--- config.mk ---
export PLATFORM = sky130hd
export DESIGN_NAME = i2c_target
export DESIGN_NICKNAME = d
export VERILOG_FILES = /design/src/rtl/i2c_pkg.sv /design/src/rtl/i2c_sync.sv /design/src/rtl/i2c_target.sv
export SDC_FILE = /design/constraint.sdc
export NUM_CORES = 1
export LEC_CHECK = 0
export BUFFER_PORTS_ARGS = -buffer_cell sky130_fd_sc_hd__buf_2
export CAP_MARGIN = 20
export CORE_ASPECT_RATIO = 0.5
export CORE_MARGIN = 4
export CORE_UTILIZATION = 62
export CTS_CLUSTER_DIAMETER = 80
export DETAILED_ROUTE_END_ITERATION = 12
export MAX_ROUTING_LAYER = met4
export PLACE_DENSITY_LB_ADDON = 0.25
export SLEW_MARGIN = 30
export SYNTH_ARGS = -nofsm -noshare
export SYNTH_HDL_FRONTEND = slang
export SYNTH_SLANG_ARGS = --single-unit
--- constraint.sdc ---
create_clock -name CLOCK -period 3.4 [get_ports CLOCK]
set_input_delay 0.17 -clock CLOCK [delete_from_list [all_inputs] [get_ports CLOCK]]
set_output_delay 0.17 -clock CLOCK [all_outputs]
set_load 0.05 [all_outputs]
--- src/rtl/i2c_pkg.sv ---
// Shared I2C definitions: target FSM state encodings and bus-level ACK/NACK values.
// Also used by i2cmaster benches so both sides agree on the encodings.
package i2c_pkg;

    localparam int STATE_W = 4;

    localparam logic [STATE_W-1:0] ST_IDLE    = 4'd0;
    localparam logic [STATE_W-1:0] ST_ADDR    = 4'd1;
    localparam logic [STATE_W-1:0] ST_ADDRACK = 4'd2;
    localparam logic [STATE_W-1:0] ST_PTR     = 4'd3;
    localparam logic [STATE_W-1:0] ST_PTRACK  = 4'd4;
    localparam logic [STATE_W-1:0] ST_WDATA   = 4'd5;
    localparam logic [STATE_W-1:0] ST_WACK    = 4'd6;
    localparam logic [STATE_W-1:0] ST_RDATA   = 4'd7;
    localparam logic [STATE_W-1:0] ST_RACK    = 4'd8;
    localparam logic [STATE_W-1:0] ST_IGNORE  = 4'd9;

    localparam logic I2C_ACK  = 1'b0;
    localparam logic I2C_NACK = 1'b1;

    // The target owns the bus in every state except IDLE and IGNORE.
    function automatic logic st_busy(input logic [STATE_W-1:0] st);
        return !((st == ST_IDLE) || (st == ST_IGNORE));
    endfunction

endpackage

--- src/rtl/i2c_sync.sv ---
// Two-flop synchronizer for one asynchronous bus line, plus a history flop
// that turns the synchronized level into single-cycle rise/fall pulses.
module i2c_sync (
    input  logic clk_i,
    input  logic rst_ni,
    input  logic line_i,
    output logic level_o,
    output logic rise_o,
    output logic fall_o
);

    logic [2:0] sync_q;

    // Idle I2C lines are high, so reset to 1 to avoid a false edge on release.
    always_ff @(posedge clk_i or negedge rst_ni) begin
        if (!rst_ni) sync_q <= 3'b111;
        else         sync_q <= {sync_q[1:0], line_i};
    end

    assign level_o = sync_q[1];
    assign rise_o  = sync_q[1] & ~sync_q[2];
    assign fall_o  = ~sync_q[1] & sync_q[2];

endmodule

--- src/rtl/i2c_target.sv ---
// I2C register-access target: 7-bit address, one pointer byte, then auto-incrementing
// writes or reads. Bus inputs are oversampled on CLOCK; i2cdao is an open-drain enable.
module i2c_target
    import i2c_pkg::*;
#(
    parameter logic [6:0] DEVADDR = 7'h20
) (
    input  logic               CLOCK,
    input  logic               RESET_N,
    input  logic               i2cclk,
    input  logic               i2cdai,
    output logic               i2cdao,
    output logic [7:0]         regaddr,
    output logic [7:0]         regwdata,
    output logic               regwrite,
    output logic               regread,
    input  logic [7:0]         regrdata,
    output logic               busy,
    output logic [STATE_W-1:0] state_dbg
);

    logic scl_lvl, scl_rise, scl_fall;
    logic sda_lvl, sda_rise, sda_fall;

    i2c_sync u_sync_scl (.clk_i(CLOCK), .rst_ni(RESET_N), .line_i(i2cclk),
                         .level_o(scl_lvl), .rise_o(scl_rise), .fall_o(scl_fall));
    i2c_sync u_sync_sda (.clk_i(CLOCK), .rst_ni(RESET_N), .line_i(i2cdai),
                         .level_o(sda_lvl), .rise_o(sda_rise), .fall_o(sda_fall));

    logic start_det, stop_det;
    assign start_det = sda_fall & scl_lvl;
    assign stop_det  = sda_rise & scl_lvl;

    logic [STATE_W-1:0] state_q, state_d;
    logic [2:0]         cnt_q, cnt_d;
    logic [6:0]         shift_q, shift_d;
    logic [7:0]         tx_q, tx_d;
    logic               phase_q, phase_d;
    logic               rw_q, rw_d;
    logic               dao_q, dao_d;
    logic [7:0]         addr_q, addr_d;
    logic [7:0]         wdata_q, wdata_d;
    logic               wr_q, wr_d;
    logic               rd_q, rd_d;
    logic [7:0]         rx_byte;

    assign rx_byte = {shift_q, sda_lvl};

    // Strobes: regwrite/regread are single-CLOCK pulses with no back-pressure; regaddr and
    // regwdata are valid in the pulse cycle, regrdata is captured on the edge that ends regread.
    always_comb begin
        state_d = state_q;
        cnt_d   = cnt_q;
        shift_d = shift_q;
        tx_d    = tx_q;
        phase_d = phase_q;
        rw_d    = rw_q;
        dao_d   = dao_q;
        addr_d  = addr_q;
        wdata_d = wdata_q;
        wr_d    = 1'b0;
        rd_d    = 1'b0;
        if (rd_q) tx_d = regrdata;
        if (stop_det) begin
            state_d = ST_IDLE;
            dao_d   = I2C_NACK;
            phase_d = 1'b0;
        end else if (start_det) begin
            state_d = ST_ADDR;
            cnt_d   = 3'd0;
            dao_d   = I2C_NACK;
            phase_d = 1'b0;
        end else begin
            case (state_q)
                ST_ADDR, ST_PTR, ST_WDATA: if (scl_rise) begin
                    shift_d = rx_byte[6:0];
                    cnt_d   = cnt_q + 3'd1;
                    if (cnt_q == 3'd7) begin
                        if (state_q == ST_ADDR) begin
                            if (rx_byte[7:1] == DEVADDR) begin
                                state_d = ST_ADDRACK;
                                rw_d    = rx_byte[0];
                                rd_d    = rx_byte[0];
                            end else begin
                                state_d = ST_IGNORE;
                            end
                        end else if (state_q == ST_PTR) begin
                            addr_d  = rx_byte;
                            state_d = ST_PTRACK;
                        end else begin
                            wdata_d = rx_byte;
                            wr_d    = 1'b1;
                            state_d = ST_WACK;
                        end
                    end
                end
                // phase_q separates the fall that starts the ACK from the fall that ends it.
                ST_ADDRACK, ST_PTRACK, ST_WACK: if (scl_fall) begin
                    if (!phase_q) begin
                        dao_d   = I2C_ACK;
                        phase_d = 1'b1;
                    end else begin
                        phase_d = 1'b0;
                        cnt_d   = 3'd0;
                        dao_d   = I2C_NACK;
                        if (state_q == ST_ADDRACK && rw_q) begin
                            state_d = ST_RDATA;
                            dao_d   = tx_q[7];
                            tx_d    = {tx_q[6:0], 1'b0};
                        end else if (state_q == ST_ADDRACK) begin
                            state_d = ST_PTR;
                        end else begin
                            state_d = ST_WDATA;
                            if (state_q == ST_WACK) addr_d = addr_q + 8'd1;
                        end
                    end
                end
                ST_RDATA: if (scl_fall) begin
                    if (cnt_q == 3'd7) begin
                        dao_d   = I2C_NACK;
                        cnt_d   = 3'd0;
                        state_d = ST_RACK;
                    end else begin
                        dao_d = tx_q[7];
                        tx_d  = {tx_q[6:0], 1'b0};
                        cnt_d = cnt_q + 3'd1;
                    end
                end
                ST_RACK: if (scl_rise) begin
                    if (sda_lvl == I2C_NACK) begin
                        state_d = ST_IGNORE;
                    end else begin
                        addr_d  = addr_q + 8'd1;
                        rd_d    = 1'b1;
                        phase_d = 1'b1;
                    end
                end else if (scl_fall && phase_q) begin
                    phase_d = 1'b0;
                    cnt_d   = 3'd0;
                    dao_d   = tx_q[7];
                    tx_d    = {tx_q[6:0], 1'b0};
                    state_d = ST_RDATA;
                end
                default: ;
            endcase
        end
    end

    always_ff @(posedge CLOCK or negedge RESET_N) begin
        if (!RESET_N) begin
            state_q <= ST_IDLE;
            cnt_q   <= 3'd0;
            shift_q <= 7'd0;
            tx_q    <= 8'd0;
            phase_q <= 1'b0;
            rw_q    <= 1'b0;
            dao_q   <= I2C_NACK;
            addr_q  <= 8'd0;
            wdata_q <= 8'd0;
            wr_q    <= 1'b0;
            rd_q    <= 1'b0;
        end else begin
            state_q <= state_d;
            cnt_q   <= cnt_d;
            shift_q <= shift_d;
            tx_q    <= tx_d;
            phase_q <= phase_d;
            rw_q    <= rw_d;
            dao_q   <= dao_d;
            addr_q  <= addr_d;
            wdata_q <= wdata_d;
            wr_q    <= wr_d;
            rd_q    <= rd_d;
        end
    end

    assign i2cdao    = dao_q;
    assign regaddr   = addr_q;
    assign regwdata  = wdata_q;
    assign regwrite  = wr_q;
    assign regread   = rd_q;
    assign busy      = st_busy(state_q);
    assign state_dbg = state_q;

endmodule

Yosys cells after proc, flatten, opt, wreduce, memory -nomap -nowiden

Cells that the tools add are included.

Add/subtract/negate cells: 2
$mul: 0
Divide/modulo/power cells: 0
$lt $le $gt $ge: 0
Eq/ne operators: 39
Shift operators: 0
Mux-type cells: 83
Bitwise logic cells: 14
Reductions and logical operators: 20

Operator list:

| kind                  | count |
|---|---|
| $mux W8               | 21 |
| $mux W4               | 13 |
| $pmux W8 S3           | 2 |
| $ne A4 B4 Y1 const B  | 8 |
| $mux W1               | 31 |
| $mux W3               | 10 |
| $ne A2 B2 Y1 const B  | 11 |
| $ne A3 B3 Y1 const B  | 6 |
| $eq A4 B3 Y1 const B  | 4 |
| $pmux W4 S4           | 1 |
| $reduce_and A14 Y1    | 1 |
| $reduce_and A7 Y1     | 2 |
| $pmux W3 S4           | 1 |
| $ne A5 B5 Y1 const B  | 2 |
| $reduce_bool A5 Y1    | 2 |
| $reduce_and A9 Y1     | 1 |
| $add A8 B1 Y8 const B | 1 |
| $eq A4 B2 Y1 const B  | 2 |
| $eq A4 B4 Y1 const B  | 2 |
| $not A1 Y1            | 8 |
| $reduce_and A4 Y1     | 2 |
| $reduce_and A8 Y1     | 1 |
| $eq A7 B6 Y1 const B  | 1 |
| $and A1 B1 Y1         | 6 |
| other kinds (16)      | 19 |

Flip-flop bits (word level): 49
Bits in latches: 0
RAM bits: 0
ROM bits: 0
Output and inout bits: 24
Logic and storage cells: 171
Memories kept: 0

Longest topological paths before layout

Gate-level depths: netlist of the first run.

Word-level depth: 8
Depth in mapped cells: 8
Depth with buffers taken out: 7

Cells and area by module

Synthesis of the first run repeated with hierarchy kept, for this count alone.

Cell total of the unflattened synthesis: 273
Area, all modules: 2,578.7 sq um

By module, submodules not included:

| module     | times used | cells an instance | area each (sq um) | sequential area each (sq um) |
|---|---|---|---|---|
| i2c_target | 1          | 263               | 2,391.0           | 1,077.3 |
| i2c_sync   | 2          | 5                 | 93.8              | 78.8 |

Worst setup path after synthesis of the first run

No wires, ideal clock.

Kind: register to register
From: register state_q[1], in the netlist state_dbg[1]
To: register cnt_q[0]
Setup time: 0.123 ns
Data arrival time: 2.186 ns
Required time: 3.277 ns
Slack: 1.091 ns
Stages on the path, launching flop included: 8
Clock period less this slack: 2.309 ns
Path through: dfrtp_1 -> buf_2 -> buf_2 -> nand3b_1 -> a21o_1 -> a222oi_1 -> mux2i_1 -> nor2_1

Word-level cells in the longest chain between the ends: 4

RTL lines:

| what                                                   | RTL line          | RTL |
|---|---|---|
| start, declared                                        | i2c_target.sv:34  | `logic [STATE_W-1:0] state_q, state_d;` |
| start signal, assigned                                 | i2c_target.sv:163 | `state_q <= state_d;` |
| $eq A4 B2 Y1 (tied with other cells)                   | i2c_target.sv:74  | `case (state_q)` |
| $reduce_or A3 Y1                                       | i2c_target.sv:74  |  |
| $ne A3 B3 Y1 (no line) (tied with other cells)         | --                |  |
| $reduce_and A8 Y1 (no line) or $mux W3 (tied branches) | --                |  |
| end signal, assigned                                   | i2c_target.sv:164 | `cnt_q <= cnt_d;` |
| end, declared                                          | i2c_target.sv:35  | `logic [2:0] cnt_q, cnt_d;` |

Parallel ways exist; a longest one is shown, timed or not.
A chain may end at the register's enable or synchronous reset.

Worst setup path in the final report of the first run

From: register state_q[2], in the netlist state_dbg[2]
To: register addr_q[3], in the netlist regaddr[3]

Word-level cells in the longest chain between the ends: 4

RTL lines:

| what                                                         | RTL line                                               | RTL |
|---|---|---|
| $eq A4 B2 Y1 (tied with other cells)                         | i2c_target.sv:74, i2c_target.sv:106, i2c_target.sv:110 |  |
| $reduce_or A3 Y1 or $logic_and A1 B1 Y1 (tied branches)      | i2c_target.sv:74, i2c_target.sv:106                    |  |
| $ne A2 B2 Y1 (no line) or $reduce_bool A3 Y1 (tied branches) | --                                                     |  |
| $reduce_and A14 Y1 (no line)                                 | --                                                     |  |
| end signal, assigned                                         | i2c_target.sv:170                                      | `addr_q <= addr_d;` |
| end, declared                                                | i2c_target.sv:41                                       | `logic [7:0] addr_q, addr_d;` |

Parallel ways exist; a longest one is shown, timed or not.

==> impl_metrics.yaml, run 1 <==
timing:
  drv_slew: 0
  fin_skew_ps: 12.1
  setup_viol: 0
  rsz0062_at_grt: "no"
  fmax_ghz: 0.378
  slew_headroom_pct: 34.9
  final.min_clock_period_ps: 2650
  tns_ps: 0
  period_share_pct: 77.9
  finalHoldViolCount: 0
  tightest_slew_ps: 971
  fin_ws_ps: 753
logic_synthesis:
  synth_cell_types: 59
  yosys_most_used_dff: "dfrtp_1"
  synthTopCellsByArea: "dfrtp_1, mux2_2, dfstp_2, a21oi_1, o21ai_0"
  synth_seq_cells: 49
  async_flop_share_pct: 100
  syn-num-nets: 297
  synth_edf_count: 0
  synth_top_area_share_pct: 36.9
  syn_area_per_cell_um2: 10.1
  yosysWarnings: 0
  syn_inst: 282
  netlist_area_um2: 2850
  yosysTopAreaCell: "dfrtp_1"
  yosysSeqAreaShare_pct: 43.3
setup_path:
  rr_startpoint: "state_dbg[2]"
  cp-start-kind: "flip-flop"
  critical-path-max-stage-delay_ps: 840
  crit_required_ps: 3600
  slowest_stage: "a2111oi_4"
  reg2reg_slack_ps: 750
  cp.arrival_ps: 2850
  cp_max_fo: 21
  worstPathCellList: "nor4b_4 -> nand3_2 -> a2111oi_4 -> nand2_1 -> a22o_1"
  worstSetupPathType: "flip-flop to flip-flop"
  r2r-end: "regaddr[3]"
  r2r_cells: 5
  cp-end-kind: "flip-flop"
routing:
  wl_per_cell_um: 16.8
  via_per_inst: 6.22
  dr_wl_met3_um: 357
  drcViolationCount: 0
  top_layer: "met4"
  met2_length_um: 2870
  vias: 2309
  ant_nets: 0
  dr.pass1.iters: 4
  drtIter0Drc: 156
  wirelength_um: 6250
  routedLengthMet1_um: 2950
layout:
  diodes: 0
  layout.nets: 328
  final_common_cell: "dfrtp_1"
  syn_to_final_growth_pct: 10.7
  drive_above_1_share_pct: 29.3
  fin_cells: 371
  layout_common_cells: "dfrtp_1, buf_2, mux2_2, a21oi_1, nand2_1"
clock_tree:
  h-tree-depth: 2
  clk_path_buf_depth: 2
  cts.sinks: 49
  cts_buffers: 5
  clk_pin_slew_ps: 100
  cts.root.buffer_cell: "clkbuf_8"
  insertion_delay_ps: 300
  post-cts-setup-buffer-count: 0
  cts_tree: "yes"
die:
  dieArea_um2: 5810
  die_x_um: 104
  top_level_ports: 36
  row_count: 17
  die_h_um: 55.9
  initial_utilization_pct: 64.4
  core_um2: 4420
pwr:
  total_power_w: 0.00256
  p_per_area_nw_per_um2: 813
  leakagePower_nw: 1.42
  ir_drop_mv: 0.607
global_route:
  first_global_vias: 2246
  grt_max_degree: 50
  grt_pass1_wl_um: 10900
  grt_overflow: 0
  grtUsageTotal_pct: 23.7
  antenna_found_initial: 0
worst_hold_path:
  min_path_cells: 3
  min_to: "tx_q[0]"
  hold_path_startpoint: "regrdata[0]"
  hold_path.class: "input pin to flip-flop"
placed_design:
  dp_cells: 360
  numPortBuffers: 35
  place_congestion: 1.03
  pre_cts_slack_ps: 770
  dp_hpwl_um: 4410
job:
  drv_cap: 0
outcome:
  outcome: "completed"
where the power goes:
part | leakage [nW] | internal (W) | switching, W | total (W)
registers | 0.635 | 0.000734 | 0.000236 | 0.000970
logic | 0.742 | 0.000464 | 0.000780 | 0.00124
clock network | 0.0456 | 0.000147 | 0.000203 | 0.000350
total | 1.42 | 0.00134 | 0.00122 | 0.00256
how the worst max path moves through the flow:
| stage | slack (ps) | start | cells after the start | end |
|---|---|---|---|---|
| finish | 750 | state_dbg[2] | 5 | regaddr[3] |
| global route | 550 | state_dbg[2] | 5 | regaddr[3] |
| CTS | 790 | state_dbg[2] | 5 | regaddr[3] |
| global placement | 900 | state_dbg[2] | 5 | regaddr[3] |
| floorplan | 1090 | state_dbg[1] | 7 | cnt_q[0] |
| detailed placement | 770 | state_dbg[2] | 5 | regaddr[3] |
cell families after synthesis:
| group | count (synthesis) | share of synthesized area [%] |
|---|---|---|
| adders and majority gates | 3 | 1.32 |
| and+or+nand+nor | 92 | 18.7 |
| buffers and inverters | 24 | 4.13 |
| muxes | 37 | 14.3 |
| DFF | 49 | 43.3 |
| xor gates and xnor gates | 1 | 0.307 |
| AOI/OAI and AO/OA | 76 | 17.9 |
registers in the layout (all words and copies together) (netlist names):
register / count
tx_q: 8
u_sync_sda.sync_q: 3
phase_q: 1
state_dbg: 4
shift_q: 7
cnt_q: 3
u_sync_scl.sync_q: 3
regwdata: 8
regwrite: 1
i2cdao: 1
regaddr: 8
regread: 1
rw_q: 1
per-stage QoR:
step	utilization, %	hold WS [ps]	instance area (µm²)
2_1_floorplan	-	-126	2850
3_3_place_gp	68.6	274	3040
3_5_place_dp	68.7	228	3040
4_1_cts	71.3	177	3150
5_1_grt	71.3	204	3150
6_report	71.3	173	3150
synthesized netlist by cell type (2+ instances only):
cell type and instances:
buf_2 7, nor2b_1 9, buf_6 2, clkbuf_1 8, dfrtp_1 42, o22ai_1 2
o221ai_1 2, a22o_1 2, mux2_2 30, a21o_1 9, mux2i_1 7, ha_1 3
inv_1 5, nand3_1 10, dfstp_2 7, a21oi_1 21, a221oi_1 2, nand3b_1 4
nand2b_1 9, nor2_1 15, nand2_1 20, or3_1 2, nand4_1 4, o21ai_0 18
or3b_2 2, and2_0 2, nor3_1 3, a211oi_1 4
critical path: cells and delay by family (launching register included):
kind	cells	cell delay [ps]
flip-flops	1	620
AO/OA/AOI/OAI	2	1100
AND/OR/NAND/NOR	3	830
cell type report:
type	instances	area [µm²]
clock inverters	2	13.8
well taps	57	71.3
flip-flops and latches	49	1230
fillers	325	1270
inverters	5	18.8
clock buffers	6	72.6
multi-input cells	209	1500
repair buffers	43	245
what timing repair did:
item | 4_1_cts | 5_1_grt
resized for setup | 0 | 0
endpoints found under the hold margin | 44 | 0
hold buffers | 3 | 0
routing by layer:
metal | vias up | track usage [%]
met4 | 0 | 5.68
met1 | 1115 | 31.8
met3 | 10 | 4.40
li1 | 1097 | -
met2 | 87 | 37.6
met5 | - | -
(Power assumes the default switching activity.)
==> run 2, diff against run 1 <==
- CORE_UTILIZATION: 62 -> 52
- clock period: 3.4 -> 2.25 ns (I/O delays scaled with it)
==> impl_metrics.yaml, run 2 (synthesis gave the netlist of run 1 again) <==
clock_tree:
  insertion_delay_ps: 310
  clk_path_buf_depth: 2
  cts.sinks: 49
  cts_tree: "yes"
  cts_buffers: 5
  h-tree-depth: 2
  cts.root.buffer_cell: "clkbuf_8"
  clk_pin_slew_ps: 100
setup_path:
  worstPathCellList: "buf_4 -> nand3b_1 -> a21o_1 -> a222oi_1 -> buf_4 -> mux2i_1 -> nor2_1"
  worstSetupPathType: "flip-flop to flip-flop"
  crit_required_ps: 2450
  cp-start-kind: "flip-flop"
  crit_top_cell: "buf_4"
  critical-path-max-stage-delay_ps: 540
  cp.arrival_ps: 2340
  slowest_stage: "dfrtp_2"
  r2r_cells: 7
  cp_max_fo: 18
  cp-end-kind: "flip-flop"
die:
  dieArea_um2: 6800
  initial_utilization_pct: 55.8
  core_um2: 5110
  die_x_um: 113
  die_h_um: 60.4
  row_count: 18
  top_level_ports: 36
pwr:
  ir_drop_mv: 0.825
  p_per_area_nw_per_um2: 1230
  leakagePower_nw: 1.54
  total_power_w: 0.00414
timing:
  setup_viol: 0
  period_share_pct: 94.8
  slew_headroom_pct: 63.5
  fmax_ghz: 0.469
  fin_skew_ps: 4.21
  whs_ps: 92.1
  tightest_slew_ps: 548
  final.min_clock_period_ps: 2130
  drv_slew: 0
  finalHoldViolCount: 0
global_route:
  first_global_vias: 2409
  grtUsageTotal_pct: 22.1
  grt_pass1_wl_um: 11500
  antenna_found_initial: 0
  grt_max_degree: 44
  grt_overflow: 0
worst_hold_path:
  min_path_cells: 3
  hold_path.class: "input pin to flip-flop"
placed_design:
  place_area_um2: 3200
  dp_hpwl_um: 4870
  place_congestion: 0.910
  numPortBuffers: 35
routing:
  via_per_inst: 6.02
  dr.pass1.iters: 5
  drtIter0Drc: 188
  ant_nets: 0
  wl_per_cell_um: 17.3
  drcViolationCount: 0
  vias: 2445
  wirelength_um: 7010
job:
  drv_cap: 0
outcome:
  outcome: "completed"
layout:
  final_common_cell: "dfrtp_1"
  layout.nets: 350
  drive_above_1_share_pct: 35.1
  layout_common_cells: "dfrtp_1, buf_2, mux2_2, buf_4, a21oi_1"
  diodes: 0
  design_area_um2: 3370
  syn_to_final_growth_pct: 18.3
==> run 2: final timing paths <==
check	from	slack (ps)	endpoint
min reg2reg	u_sync_sda.sync_q[0]	360	u_sync_sda.sync_q[1]
max in group asynchronous	RESET_N	1410	regaddr[5]
max	state_dbg[0]	120	cnt_q[0]
max reg2reg	state_dbg[0]	120	cnt_q[0]
min	regrdata[0]	90	tx_q[0]
min in group asynchronous	RESET_N	310	shift_q[4]
==> run 2: area by class of cell <==
class	count	area, µm²
clock buffer	5	68.8
clock inverter	3	47.5
fill	406	1740
inverter	5	18.8
multi-input combinational	209	1500
sequential	49	1240
tap	70	87.6
timing repair buffer	65	410
==> run 2: worst max-delay path, delay by kind of cell (launching register included) <==
| kind | cells | cell delay, ps |
|---|---|---|
| mux | 1 | 180 |
| buf+inv | 2 | 450 |
| compound gates | 2 | 640 |
| flops | 1 | 540 |
| simple gates | 2 | 210 |
==> run 2: repair_timing <==
item / in CTS / in global routing
endpoints found under the setup margin: 0 / 2
gates resized for setup: 0 / 1
setup buffers: 0 / 3
hold buffers: 3 / 0
endpoints found under the hold margin: 37 / 0
==> run 2: layer usage <==
metal  routed length [µm]  up-vias  GRT usage, %
li1                     -     1137             -
met1                 3060     1176          27.9
met2                 3290      108          36.1
met3                  468       24          4.48
met4                  199        0          8.39
met5                    0        -             -
==> run 2: power by group <==
part / internal, W / switching [W] / total, W
registers: 0.00112 / 0.000339 / 0.00146
logic: 0.000772 / 0.00124 / 0.00201
clock network: 0.000340 / 0.000331 / 0.000671
total: 0.00223 / 0.00191 / 0.00414
==> run 2: metrics by stage <==
step	setup slack [ps]	setup TNS [ps]	utilization [%]	cells
after floorplan	65.9	0	-	282
after global placement	141	0	62.6	392
after detailed placement	126	0	62.6	392
after CTS	111	0	65.4	403
after global routing	-8.39	-8.39	66.0	406
final	117	0	66.0	406
